### src/rtl/address_register_file_gen.sv
// Address register file: PC / AR / SP plus general registers, two combinational read ports,
// PC auto-increment and a bounds-checked SP with a sticky fault. Optional macro: ARF_WRAP_FLAG_EN.
module address_register_file_gen #(
  parameter int              WIDTH     = 16,
  parameter int              NUM_REGS  = 4,
  parameter int              SEL_W     = 2,
  parameter logic [WIDTH-1:0] STACK_TOP = 16'hFFFF,
  parameter logic [WIDTH-1:0] STACK_BOT = 16'h0100
) (
  input  logic                Clock,
  input  logic                Reset,
  input  logic [WIDTH-1:0]    I,
  input  logic [2:0]          FunSel,
  input  logic [NUM_REGS-1:0] RegSel,
  input  logic                PCInc,
  input  logic                ClrFault,
  input  logic [SEL_W-1:0]    OutCSel,
  input  logic [SEL_W-1:0]    OutDSel,
  output logic [WIDTH-1:0]    OutC,
  output logic [WIDTH-1:0]    OutD,
`ifdef ARF_WRAP_FLAG_EN
  output logic [NUM_REGS-1:0] WrapFlags,
`endif
  output logic                StackFault
);

  localparam int H      = WIDTH / 2;
  localparam int PC_IDX = 0;
  localparam int SP_IDX = 2;
  localparam logic [WIDTH-1:0] ONE  = {{(WIDTH-1){1'b0}}, 1'b1};
  localparam logic [WIDTH-1:0] ZERO = {WIDTH{1'b0}};
  localparam logic [WIDTH-1:0] ONES = {WIDTH{1'b1}};

  logic [WIDTH-1:0] regs_q [NUM_REGS];
  logic [WIDTH-1:0] regs_d [NUM_REGS];
  logic             fault_q;
  logic             fault_d;
  logic             blk_s;

  // Next-state for every register; PCInc only acts when PC itself is not enabled.
  always_comb begin
    blk_s = 1'b0;
    for (int k = 0; k < NUM_REGS; k++) begin
      regs_d[k] = regs_q[k];
      if (!RegSel[k]) begin
        case (FunSel)
          3'b000: begin
            if (k == SP_IDX && regs_q[k] == STACK_BOT) blk_s = 1'b1;
            else regs_d[k] = regs_q[k] - ONE;
          end
          3'b001: begin
            if (k == SP_IDX && regs_q[k] == STACK_TOP) blk_s = 1'b1;
            else regs_d[k] = regs_q[k] + ONE;
          end
          3'b010:  regs_d[k] = I;
          3'b011:  regs_d[k] = ZERO;
          3'b100:  regs_d[k] = {{(WIDTH-H){1'b0}}, I[H-1:0]};
          3'b101:  regs_d[k] = {regs_q[k][WIDTH-1:H], I[H-1:0]};
          3'b110:  regs_d[k] = {I[H-1:0], regs_q[k][H-1:0]};
          3'b111:  regs_d[k] = {{(WIDTH-H){I[H-1]}}, I[H-1:0]};
          default: regs_d[k] = regs_q[k];
        endcase
      end else if (k == PC_IDX && PCInc) begin
        regs_d[k] = regs_q[k] + ONE;
      end else begin
        regs_d[k] = regs_q[k];
      end
    end
  end

  // A newly blocked SP step outranks a same-cycle clear request.
  always_comb begin
    if (blk_s)         fault_d = 1'b1;
    else if (ClrFault) fault_d = 1'b0;
    else               fault_d = fault_q;
  end

  // Register state; SP resets to the top of the stack.
  always_ff @(posedge Clock or posedge Reset) begin
    if (Reset) begin
      for (int k = 0; k < NUM_REGS; k++) regs_q[k] <= (k == SP_IDX) ? STACK_TOP : ZERO;
      fault_q <= 1'b0;
    end else begin
      for (int k = 0; k < NUM_REGS; k++) regs_q[k] <= regs_d[k];
      fault_q <= fault_d;
    end
  end

`ifdef ARF_WRAP_FLAG_EN
  logic [NUM_REGS-1:0] wrap_q;
  logic [NUM_REGS-1:0] wrap_d;

  // Wrap flags: set by a wrapping step, cleared by any load/clear of that register.
  always_comb begin
    for (int k = 0; k < NUM_REGS; k++) begin
      wrap_d[k] = wrap_q[k];
      if (!RegSel[k]) begin
        case (FunSel)
          3'b000: begin
            if (!(k == SP_IDX && regs_q[k] == STACK_BOT) && regs_q[k] == ZERO) wrap_d[k] = 1'b1;
            else wrap_d[k] = wrap_q[k];
          end
          3'b001: begin
            if (!(k == SP_IDX && regs_q[k] == STACK_TOP) && regs_q[k] == ONES) wrap_d[k] = 1'b1;
            else wrap_d[k] = wrap_q[k];
          end
          default: wrap_d[k] = 1'b0;
        endcase
      end else if (k == PC_IDX && PCInc && regs_q[k] == ONES) begin
        wrap_d[k] = 1'b1;
      end else begin
        wrap_d[k] = wrap_q[k];
      end
    end
  end

  // Wrap flag state.
  always_ff @(posedge Clock or posedge Reset) begin
    if (Reset) wrap_q <= {NUM_REGS{1'b0}};
    else       wrap_q <= wrap_d;
  end

  assign WrapFlags = wrap_q;
`endif

  // Read ports; an out-of-range select falls back to PC.
  always_comb begin
    if (32'(OutCSel) < NUM_REGS) OutC = regs_q[OutCSel];
    else                         OutC = regs_q[PC_IDX];
    if (32'(OutDSel) < NUM_REGS) OutD = regs_q[OutDSel];
    else                         OutD = regs_q[PC_IDX];
  end

  assign StackFault = fault_q;

endmodule

### config.mk
export PLATFORM = sky130hd
export DESIGN_NAME = address_register_file_gen
export DESIGN_NICKNAME = d
export VERILOG_FILES = /design/src/rtl/address_register_file_gen.sv
export SDC_FILE = /design/constraint.sdc
export NUM_CORES = 1
export LEC_CHECK = 0
export BUFFER_PORTS_ARGS = -buffer_cell sky130_fd_sc_hd__buf_4
export CAP_MARGIN = 5
export CORE_ASPECT_RATIO = 2
export CORE_MARGIN = 8
export CORE_UTILIZATION = 45
export CTS_CLUSTER_DIAMETER = 120
export CTS_CLUSTER_SIZE = 16
export DETAILED_ROUTE_END_ITERATION = 12
export HOLD_SLACK_MARGIN = 0.08
export PLACE_DENSITY_LB_ADDON = 0.3
export REMOVE_ABC_BUFFERS = 1
export SETUP_SLACK_MARGIN = 0.05
export SLEW_MARGIN = 20
export SYNTH_ARGS = -nofsm -noshare
export SYNTH_HDL_FRONTEND = slang
export SYNTH_SLANG_ARGS = --single-unit
### constraint.sdc
create_clock -name Clock -period 5 [get_ports Clock]
set_input_delay 0.25 -clock Clock [delete_from_list [all_inputs] [get_ports Clock]]
set_output_delay 0.25 -clock Clock [all_outputs]
set_load 0.1 [all_outputs]
==> key figures, run 1 <==
Clock network
  – Clock Path Buffers: 2
  – Worst-Skew Late Latency: 0.33 ns
  – CTS buffer count: 9
  – Sink Count: 65
  – H-Tree Depth: 3
  – Postcts setup bufs: 0
  – Hold buffers post-CTS: 0
  – CTS tree: done
  – Post-CTS Resized: 0
  – Clock root cell: clkbuf_16
  – CTS clock-pin slew for the worst setup and hold paths: around 0.06 ns

Drt
  – Initial DRC count: approximately 440
  – WL final: ~22000 µm
  – DRC violations left: 0
  – Antenna Nets Post-Route: 0
  – Via/cell ratio: between 6 and 7
  – Vias: 6304
  – Drt wl/cell: 21.71 µm
  – First-pass detailed-route iteration total: 5

Die
  – Row count: between 60 and 70
  – Die height: 187.1 µm
  – Core ar.: around 0.014 mm²
  – Die W: 101.5 µm
  – Io pins: 64
  – Initial Util: a little under half
  – Die Area: between 0.015 and 0.02 mm²

Cells and area
  – Area grow syn2layout: 13.53%
  – Final Non-Filler Cells: 1017
  – Layout Nets: around 900
  – Share of layout cells above drive strength 1: ~17%
  – Fillers: approximately 1400
  – ANT cells: 0

Synthesis
  – Ys Warns: 0
  – Ys flop type: dfrtp_1
  – Post-Syn Area per Cell: between 8 and 9 µm²
  – Distinct cells, synth: between 60 and 70
  – Gate count of the mapped netlist: just under 800
  – Post-synth ARST share: 100.0%
  – Synthesized area: 0.006586 mm²
  – Yosys reg bits: 65
  – Post-synthesis sequential area ratio: between 20 and 30%
  – Number of synthesized flops with an enable pin: 0

Critical path
  – WS Path Type: input pin to flop
  – Critical path arrival: around 3.6 ns
  – Reg2reg setup slack: about 2.1 ns
  – Worst EP required: 5.22 ns
  – CP Capture Type: flop
  – Worst Path Max Fanout: 35
  – CP startpoint kind: input pin

GRT
  – Grt total ovfl: 0
  – Initial antenna violation count: 0
  – GRT Util Overall: between 20% and 30%
  – Largest net degree at the start of global routing: 66
  – First-pass GRT wire length: 34560 µm
  – Vias in the first global route: around 6200

STA
  – Fin crit period: roughly 3.4 ns
  – Slew margin rel.: between 30% and 40%
  – Worst setup slack after layout: 1.624 ns
  – Fin. Hold Viols: 0
  – Max Clock Skew: 0.007245 ns
  – Setup TNS: 0 ns
  – Final setup viols: 0
  – Fin. max-slew vios: 0
  – Crit share post-route: between 60% and 70%
  – Max Fclk: a little under 300 MHz
  – RSZ-0062 raised after global routing: no
  – Worst slew pin tran: around 0.89 ns

Placed design
  – Cell count after placement: around 1000
  – DP HPWL: 16660 µm
  – Port Buf Inserts: 63
  – Global placer's final weighted congestion: roughly 0.92
  – Setup WS pre-CTS: around 1.3 ns

Min path
  – Hold Path Class: input pin to flop

Flow run
  – Max-Cap Viols: 0

Power
  – Lkg Pwr: approximately 3.1 nW
  – Pwr per Cell Area: about 460 mW/mm²
  – Worst vdd ir: between 0.3 and 0.4 mV

Outcome
  – Status: completed
## metal layers
layer / track usage, % / part of all wire (%)
met3: 3.095 / 5.2
met4: 16.70 / 6.6
met5: 0 / 0
met1: 25.54 / 36
met2: 41.10 / 52
## synthesized netlist by cell type, types with 7 or more instances
library cell	instances	area, µm²
xor2_1	11	96.34
a21oi_1	90	450.4
xnor2_1	43	376.6
nor3_1	22	110.1
nand3_1	16	80.08
o221ai_1	7	61.31
nand2b_1	9	56.30
inv_1	34	127.6
a21o_1	11	82.58
nor2_1	60	225.2
dfrtp_1	49	1226
dfstp_2	16	420.4
o21ai_1	20	100.1
a31oi_1	9	56.30
mux4_2	32	720.7
mux2i_1	7	70.07
o22ai_1	8	50.05
a211oi_1	9	67.56
clkbuf_1	40	150.1
nand2_1	75	281.5
ha_1	48	600.6
o21ai_0	52	260.3
## area by class of cell
cell class,instances,area (µm²),share of cell area [%]
clock buffers,10,239.0,3.196
clock inverters,6,57.56,0.7697
inverters,36,135.1,1.807
multi-input cells,640,4648,62.17
flip-flops and latches,65,1647,22.02
well taps,192,240.2,3.213
repair buffers,68,510.5,6.827
## worst paths after layout
check	from	to	cells past startpoint
setup / recovery	FunSel[2]	regs_q[12]	13
min in group asynchronous	Reset	regs_q[60]	3
setup reg to reg	regs_q[21]	regs_q[31]	9
hold reg to reg	regs_q[26]	regs_q[26]	2
max in group asynchronous	Reset	regs_q[41]	3
hold / removal	RegSel[2]	StackFault	2
## logic make-up (layout without fill, tap and decap cells)
family | count (synthesis) | in the layout | share of synthesized area (%)
compound gates | 266 | 266 | 24.77
mux | 43 | 43 | 12.69
buf+inv | 79 | 120 | 4.502
xor+xnor | 54 | 54 | 7.181
simple gates | 226 | 226 | 15.82
fa+ha+maj | 51 | 51 | 10.03
flops | 65 | 65 | 25.00
## critical path: stages
cell	delay [ns]
buf_4	0.18
nor2_2	0.15
nand2_2	0.49
buf_4	0.43
ha_1	0.34
a21o_1	0.18
a211oi_1	0.37
a21boi_0	0.15
a41oi_1	0.30
o221ai_1	0.21
xnor2_1	0.16
o21ai_0	0.08
mux2_2	0.27
## flip-flops by register name, indices dropped and copies added, names as in the netlist
register / cells
StackFault: 1
regs_q: 64
## report_power, final
group          switching (mW)  internal [mW]
logic                    1.22          0.707
registers               0.224          0.658
clock network           0.238          0.396
## through the flow
step | power [mW] | hold WS, ns | util [%] | area (µm²)
floorplan | 2.335 | 0.3481 | - | 6425
global placement | 2.780 | 0.4772 | 50.03 | 7181
detailed placement | 2.793 | 0.4733 | 50.03 | 7181
CTS | 3.441 | 0.1388 | 52.10 | 7477
global route | 3.636 | 0.1432 | 52.10 | 7477
finish | 3.438 | 0.1406 | 52.10 | 7477
## cell usage in the layout, fill, tap and decap left out, drive strengths merged, types with 5 or more instances in the layout
cell type	Yosys	final
clkbuf	40	10
nand3	16	16
o22ai	8	8
nor2	60	60
clkinv	1	5
xnor2	43	43
a211oi	9	9
xor2	11	11
a22o	5	5
nand4	6	6
nor2b	6	6
o21a	6	6
buf	3	68
o21ai	72	72
nand2b	9	9
mux4	32	32
a21oi	90	90
and2	6	6
and3	5	5
a31oi	9	9
nor4	5	5
o221ai	7	7
dfrtp	49	49
inv	35	35
o31ai	5	5
nand2	75	75
a21o	11	11
dfstp	16	16
nor3	22	22
mux2i	7	7
ha	48	48
o21bai	5	5
No activity file was read; power rests on OpenSTA's default activity.
==> run 2, diff against run 1 <==
--- a/config.mk
+++ b/config.mk
@@ -5,6 +5,7 @@
 export SDC_FILE = /design/constraint.sdc
 export NUM_CORES = 1
 export LEC_CHECK = 0
+export ABC_AREA = 1
 export BUFFER_PORTS_ARGS = -buffer_cell sky130_fd_sc_hd__buf_4
 export CAP_MARGIN = 5
 export CORE_ASPECT_RATIO = 2
==> constraint.sdc (replaced) <==
create_clock -name Clock -period 3 [get_ports Clock]
set_input_delay 0.15 -clock Clock [delete_from_list [all_inputs] [get_ports Clock]]
set_output_delay 0.15 -clock Clock [all_outputs]
set_load 0.1 [all_outputs]
==> key figures, run 2 <==
GRT
  – GRT Util Overall: 28.04% (was 23.78%)
  – First-pass GRT wire length: 47380 µm (was 34560 µm)
  – Grt total ovfl: 0 (unchanged)
  – GRT met2 Usage: 50.76% (was 41.10%)
  – Busiest layer in global routing: met2 (unchanged)
  – Initial antenna violation count: 0 (unchanged)
  – Largest net degree at the start of global routing: 45 (was 66)
  – Vias in the first global route: 9065 (was 6249)
  – Met3 usage: 3.652% (was 3.095%)
  – M1 GR Usage: 26.49% (was 25.54%)

Cells and area
  – Most flops, register: regs_q (unchanged)
  – Most frequent cells in the layout: 393 x nand2_1, 200 x inv_1, 177 x nor2_1 (was 90 x a21oi_1, 74 x nand2_1, 68 x buf_4)
  – Leading cell type in the layout, fill and taps excluded: nand2_1 (was a21oi_1)
  – Final Non-Filler Cells: 1631 (was 1017)
  – ANT cells: 0 (unchanged)
  – Design area: 0.008758 mm² (was 0.007477 mm²)
  – Share of layout cells above drive strength 1: 8.937% (was 17.45%)
  – Area grow syn2layout: 11.73% (was 13.53%)
  – Max reg flops: 64 (unchanged)
  – Layout Nets: 1498 (was 902)

Drt
  – Drt wl/cell: 18.73 µm (was 21.71 µm)
  – Vias: 9373 (was 6304)
  – WL final: 30550 µm (was 22080 µm)
  – Via/cell ratio: 5.747 (was 6.199)
  – DRC violations left: 0 (unchanged)
  – Initial DRC count: 632 (was 437)
  – First-pass detailed-route iteration total: 8 (was 5)
  – Antenna Nets Post-Route: 0 (unchanged)

Clock network
  – Postcts setup bufs: 0 (unchanged)
  – CTS buffer count: 9 (unchanged)
  – H-Tree Depth: 3 (unchanged)
  – Hold buffers post-CTS: 2 (was 0)
  – Clock root cell: clkbuf_16 (unchanged)
  – CTS clock-pin slew for the worst setup and hold paths: 0.06 ns (about the same)
  – Post-CTS Resized: 0 (unchanged)
  – Clock Path Buffers: 2 (unchanged)
  – Worst-Skew Late Latency: 0.35 ns (was 0.33 ns)
  – CTS tree: done (unchanged)
  – Sink Count: 65 (unchanged)

Synthesis
  – Post-Syn Area per Cell: 5.722 µm² (was 8.401 µm²)
  – Gate count of the mapped netlist: 1370 (was 784)
  – Most common cell in the netlist: nand2_1 (was a21oi_1)
  – Distinct cells, synth: 41 (was 63)
  – Commonest cells in the netlist: 393 x nand2_1, 202 x inv_1, 177 x nor2_1 (was 90 x a21oi_1, 75 x nand2_1, 60 x nor2_1)
  – Yosys reg bits: 65 (unchanged)
  – Leading post-synthesis cells by cell area: nand2_1 19%, dfrtp_1 16%, inv_1 9.7% (was dfrtp_1 19%, mux4_2 11%, ha_1 9.1%)
  – Synthesized area: 0.007839 mm² (was 0.006586 mm²)
  – Yosys top cell by area: nand2_1 (was dfrtp_1)
  – Post-synth ARST share: 100.0% (unchanged)
  – Ys flop type: dfrtp_1 (unchanged)
  – Share of the synthesized area in the top cell type: 18.82% (was 18.62%)
  – Post-synthesis sequential area ratio: 21.01% (was 25.00%)
  – Number of synthesized flops with an enable pin: 0 (unchanged)
  – Ys Warns: 0 (unchanged)

Die
  – Die height: 202.7 µm (was 187.1 µm)
  – Io pins: 64 (unchanged)
  – Die W: 109.3 µm (was 101.5 µm)
  – Initial Util: 45.61% (was 45.89%)
  – Core ar.: 0.01719 mm² (was 0.01435 mm²)
  – Die Area: 0.02215 mm² (was 0.01900 mm²)
  – Row count: 68 (was 62)

STA
  – Crit share post-route: about 77%
  – Max Clock Skew: 0.01010 ns (was 0.007245 ns)
  – Worst slew pin tran: 0.9226 ns (was 0.8896 ns)
  – Slew margin rel.: 38.22% (was 39.00%)
  – RSZ-0062 raised after global routing: no (unchanged)
  – Setup TNS: 0 ns (unchanged)
  – Max Fclk: ~430 MHz
  – Fin. max-slew vios: 0 (unchanged)
  – Fin crit period: ~2.3 ns
  – Final setup viols: 0 (unchanged)
  – Fin. Hold Viols: 0 (unchanged)

Placed design
  – Dpl cell area: 0.008473 mm² (was 0.007181 mm²)
  – Port Buf Inserts: 63 (unchanged)
  – Global placer's final weighted congestion: 1.046 (was 0.9178)
  – DP HPWL: 23840 µm (was 16660 µm)
  – Cell count after placement: 1613 (was 1001)

Critical path
  – CP startpoint kind: input pin (unchanged)
  – Worst Path Max Fanout: 31 (was 35)
  – Critical path arrival: 2.16 ns (was 3.60 ns)
  – Reg2reg setup slack: 0.69 ns (was 2.07 ns)
  – CP Capture Type: output port (was flop)
  – Worst EP required: 2.85 ns (was 5.22 ns)
  – WS Path Type: input pin to output port (was input pin to flop)

Flow run
  – Max-Cap Viols: 0 (unchanged)

Power
  – Lkg Pwr: 4.741 nW (was 3.096 nW)
  – Worst vdd ir: 0.3384 mV (was 0.3246 mV)
  – Pwr per Cell Area: 589.4 mW/mm² (was 459.8 mW/mm²)

Outcome
  – Status: completed (unchanged)

Min path
  – Hold Path Class: input pin to flop (unchanged)
run 2: cell types whose count changed in the layout (fill, tap and decap cells not counted), moves of 13 or more:
| cell | change |
|---|---|
| a21oi_1 | +13 |
| inv_1 | +167 |
| mux4_2 | -32 |
| nand2_1 | +319 |
| nand3_1 | +97 |
| nor2_1 | +118 |
| nor3_1 | -14 |
| o21ai_0 | +55 |
| o21ai_1 | -20 |
| xnor2_1 | -41 |
run 2: path summary, 6_finish.rpt:
path / startpoint / endpoint / cells past startpoint
max in group asynchronous: Reset / regs_q[18] / 4
worst max-delay path: OutCSel[0] / OutC[11] / 6
worst max register to register: regs_q[48] / regs_q[62] / 11
min in group asynchronous: Reset / regs_q[14] / 3
worst min-delay path: I[0] / regs_q[32] / 3
worst min register to register: regs_q[22] / regs_q[22] / 2
run 2: worst max-delay path, cell delays in order:
cell      delay (ns)
buf_4           0.24
clkinv_1        0.69
buf_4           0.41
o21ai_0         0.20
o21ai_0         0.17
buf_4           0.27
run 2: routing by layer:
layer | routed length, µm | vias to the layer above
met5 | 0 | -
met4 | 2810 | 0
met3 | 1827 | 182
met2 | 16010 | 461
met1 | 9898 | 4222
li1 | - | 4508
run 2: area by class of cell:
type | count | area [µm²]
Tap cell | 210 | 262.8
Fill cell | 1846 | 8428
Inverter | 212 | 795.8
Timing Repair Buffer | 76 | 575.6
Sequential cell | 65 | 1647
Clock buffer | 10 | 229.0
Multi-Input combinational cell | 1052 | 5213
Clock inverter | 6 | 36.28
run 2: power by group:
group / internal (mW) / total, mW / switching, mW
combinational: 0.822 / 2.81 / 1.99
clock: 0.555 / 0.985 / 0.430
sequential: 1.06 / 1.37 / 0.308
total: 2.43 / 5.16 / 2.73
run 2: cell families (layout without fill, tap and decap cells):
logic type / Yosys count / count (layout) / share of synthesized area, %
AO/OA/AOI/OAI: 256 / 256 / 17.54
XOR/XNOR: 18 / 18 / 2.011
adder cells (fa/ha/maj): 51 / 51 / 8.428
flip-flops: 65 / 65 / 21.01
AND/OR/NAND/NOR: 727 / 727 / 38.52
buffers and inverters: 253 / 304 / 12.50
run 2: through the flow:
stage                     hold WS (ns)  setup slack [ns]  total power [mW]  utilization (%)
after CTS                       0.1046            0.7824             5.125            50.96
final                           0.1162            0.6918             5.162            50.96
after global routing            0.1250            0.5139             5.508            50.96
after floorplan                 0.2464           -0.1027             3.336                -
after global placement          0.3296            0.6526             4.097            49.30
after detailed placement        0.3398            0.5898             4.125            49.30
==> run 3, diff against run 2 <==
--- a/config.mk
+++ b/config.mk
@@ -5,7 +5,7 @@
 export SDC_FILE = /design/constraint.sdc
 export NUM_CORES = 1
 export LEC_CHECK = 0
-export ABC_AREA = 1
+export ABC_AREA = 0
 export BUFFER_PORTS_ARGS = -buffer_cell sky130_fd_sc_hd__buf_4
 export CAP_MARGIN = 5
 export CORE_ASPECT_RATIO = 2
==> constraint.sdc (replaced) <==
create_clock -name Clock -period 2.25 [get_ports Clock]
set_input_delay 0.1125 -clock Clock [delete_from_list [all_inputs] [get_ports Clock]]
set_output_delay 0.1125 -clock Clock [all_outputs]
set_load 0.1 [all_outputs]
==> key figures, run 3 (same netlist as run 1, synthesis figures left out) <==
Cells and area
  – ANT cells: 0 (unchanged)
  – Most flops, register: regs_q (unchanged)
  – Layout Nets: 1062 (was 1498)
  – Leading cell type in the layout, fill and taps excluded: buf_4 (was nand2_1)
  – Final Non-Filler Cells: 1177 (was 1631)
  – Post-layout util: 62.11% (was 50.96%)
  – Most frequent cells in the layout: 223 x buf_4, 85 x a21oi_1, 74 x nand2_1 (was 393 x nand2_1, 200 x inv_1, 177 x nor2_1)
  – Max reg flops: 64 (unchanged)
  – Share of layout cells above drive strength 1: 34.72% (was 8.937%)
  – Area grow syn2layout: 35.33% (was 11.73%)

Drt
  – WL met1: 8338 µm (was 9898 µm)
  – Via/cell ratio: 6.135 (was 5.747)
  – Drt wl/cell: 20.99 µm (was 18.73 µm)
  – Vias: 7221 (was 9373)
  – DR WL met3: 1476 µm (was 1827 µm)
  – Antenna Nets Post-Route: 0 (unchanged)
  – Top Layer Used: met4 (unchanged)
  – WL final: 24710 µm (was 30550 µm)
  – First-pass detailed-route iteration total: 5 (was 8)
  – Met2 WL: 12510 µm (was 16010 µm)
  – DRC violations left: 0 (unchanged)
  – Initial DRC count: 459 (was 632)

Clock network
  – Sink Count: 65 (unchanged)
  – H-Tree Depth: 3 (unchanged)
  – CTS tree: done (unchanged)
  – CTS buffer count: 9 (unchanged)
  – CTS clock-pin slew for the worst setup and hold paths: 0.06 ns (about the same)
  – Worst-Skew Late Latency: 0.33 ns (was 0.35 ns)
  – Clock root cell: clkbuf_16 (unchanged)
  – Clock Path Buffers: 2 (unchanged)

STA
  – Slew margin rel.: 46.41% (was 38.22%)
  – Worst setup slack after layout: -0.3514 ns (was 0.6918 ns)
  – Max Clock Skew: 0.004100 ns (was 0.01010 ns)
  – Worst slew pin tran: 0.8009 ns (was 0.9226 ns)
  – Fin. Hold Viols: 0 (unchanged)
  – Setup TNS: -2.275 ns (was 0 ns)
  – Final setup viols: 16 (was 0)
  – RSZ-0062 raised after global routing: yes (was no)
  – Crit share post-route: 115.6%
  – Max Fclk: 384.4 MHz
  – Fin crit period: about 2.6 ns
  – Fin. max-slew vios: 0 (unchanged)

Die
  – Die W: 101.5 µm (was 109.3 µm)
  – Row count: 62 (was 68)
  – Io pins: 64 (unchanged)
  – Core ar.: 0.01435 mm² (was 0.01719 mm²)
  – Die Area: 0.01900 mm² (was 0.02215 mm²)
  – Die height: 187.1 µm (was 202.7 µm)
  – Initial Util: 45.89% (was 45.61%)

Placed design
  – Setup WS pre-CTS: -0.6207 ns (was 0.5898 ns)
  – DP HPWL: 18660 µm (was 23840 µm)
  – Global placer's final weighted congestion: 0.9561 (was 1.046)
  – Port Buf Inserts: 63 (unchanged)
  – Cell count after placement: 1149 (was 1613)

Outcome
  – Status: finished with violations (was completed)
  – Failing checks: setup timing

Critical path
  – Worst Path Max Fanout: 2 (was 31)
  – Critical path arrival: 2.86 ns (was 2.16 ns)
  – WS Path Type: flop to flop (was input pin to output port)
  – CP startpoint kind: flop (was input pin)
  – Worst EP required: 2.51 ns (was 2.85 ns)
  – CP Capture Type: flop (was output port)

GRT
  – First-pass GRT wire length: 38610 µm (was 47380 µm)
  – Initial antenna violation count: 0 (unchanged)
  – Vias in the first global route: 7324 (was 9065)
  – Grt total ovfl: 0 (unchanged)
  – GRT Util Overall: 26.48% (was 28.04%)
  – Largest net degree at the start of global routing: 63 (was 45)

Power
  – Flop pwr share: 20.7% (was 26.4%)
  – Net Sw Frac: 46.84% (was 52.84%)
  – Combinational share of power: 63.8% (was 54.5%)
  – Lkg Pwr: 3.892 nW (was 4.741 nW)
  – Worst vdd ir: 0.6862 mV (was 0.3384 mV)
  – Pwr per Cell Area: 972.9 mW/mm² (was 589.4 mW/mm²)
  – Internal power: 4.610 mW (was 2.434 mW)
  – Net Sw Power: 4.062 mW (was 2.728 mW)
  – Clock share of power: 15.5% (was 19.1%)

Min path
  – Hold Path Class: input pin to flop (unchanged)

Flow run
  – Max-Cap Viols: 0 (unchanged)
-- run 3: cell type report --
cell class,instances,area (µm²)
Tap cell,192,240.2
Clock inverter,3,15.01
Clock buffer,13,260.3
Multi-Input combinational cell,640,4876
Sequential cell,65,1652
Timing Repair Buffer,228,1735
Inverter,36,135.1
Fill cell,1246,5438
-- run 3: power by group through the flow --
stage / Combinational [mW] / Sequential (mW) / Clock, mW
floorplan: 3.44 / 1.75 / 0
global placement: 5.17 / 1.77 / 0
detailed placement: 5.23 / 1.79 / 0
CTS: 5.45 / 1.78 / 1.35
global route: 5.94 / 1.82 / 1.41
finish: 5.54 / 1.80 / 1.34
-- run 3: metal layers --
layer  vias up  global-route usage (%)
li1       3301                       -
met1      3426                   26.44
met2       363                   45.86
met3       131                   3.691
met4         0                   23.05
met5         -                       0
-- run 3: path summary, 6_finish.rpt --
kind                       slack [ns]    endpoint  cells after the start        from
max                             -0.35  regs_q[31]                      9  regs_q[21]
min                              0.12  regs_q[49]                      3        I[1]
max reg2reg                     -0.35  regs_q[31]                      9  regs_q[21]
min reg2reg                      0.50  regs_q[25]                      2  regs_q[25]
max in group asynchronous        1.43  regs_q[20]                      4       Reset
min in group asynchronous        0.20  regs_q[60]                      3       Reset
-- run 3: what timing repair did --
item / in CTS / in global routing
hold buffers: 3 / 0
endpoints found under the setup margin: 26 / 31
pin swaps: 27 / 7
endpoints found under the hold margin: 50 / 0
resized for setup: 38 / 15
setup buffers: 5 / 4
-- run 3: through the flow --
stage,hold slack [ns],instance area [µm²],power (mW)
2_1_floorplan,0.2106,6425,5.189
3_3_place_gp,-0.007293,8304,6.947
3_5_place_dp,-0.004381,8304,7.020
4_1_cts,0.1216,8815,8.578
5_1_grt,0.1409,8914,9.161
6_report,0.1208,8914,8.672
-- run 3: worst max-delay path: stages, from the launching register on --
cell and delay (ns):
dfstp_2 0.56, ha_4 0.20, or4_1 0.39, o211ai_1 0.09
o21ba_4 0.18, o31a_1 0.29, a311o_1 0.31, mux2i_1 0.16
o21ai_1 0.09, a211o_1 0.26
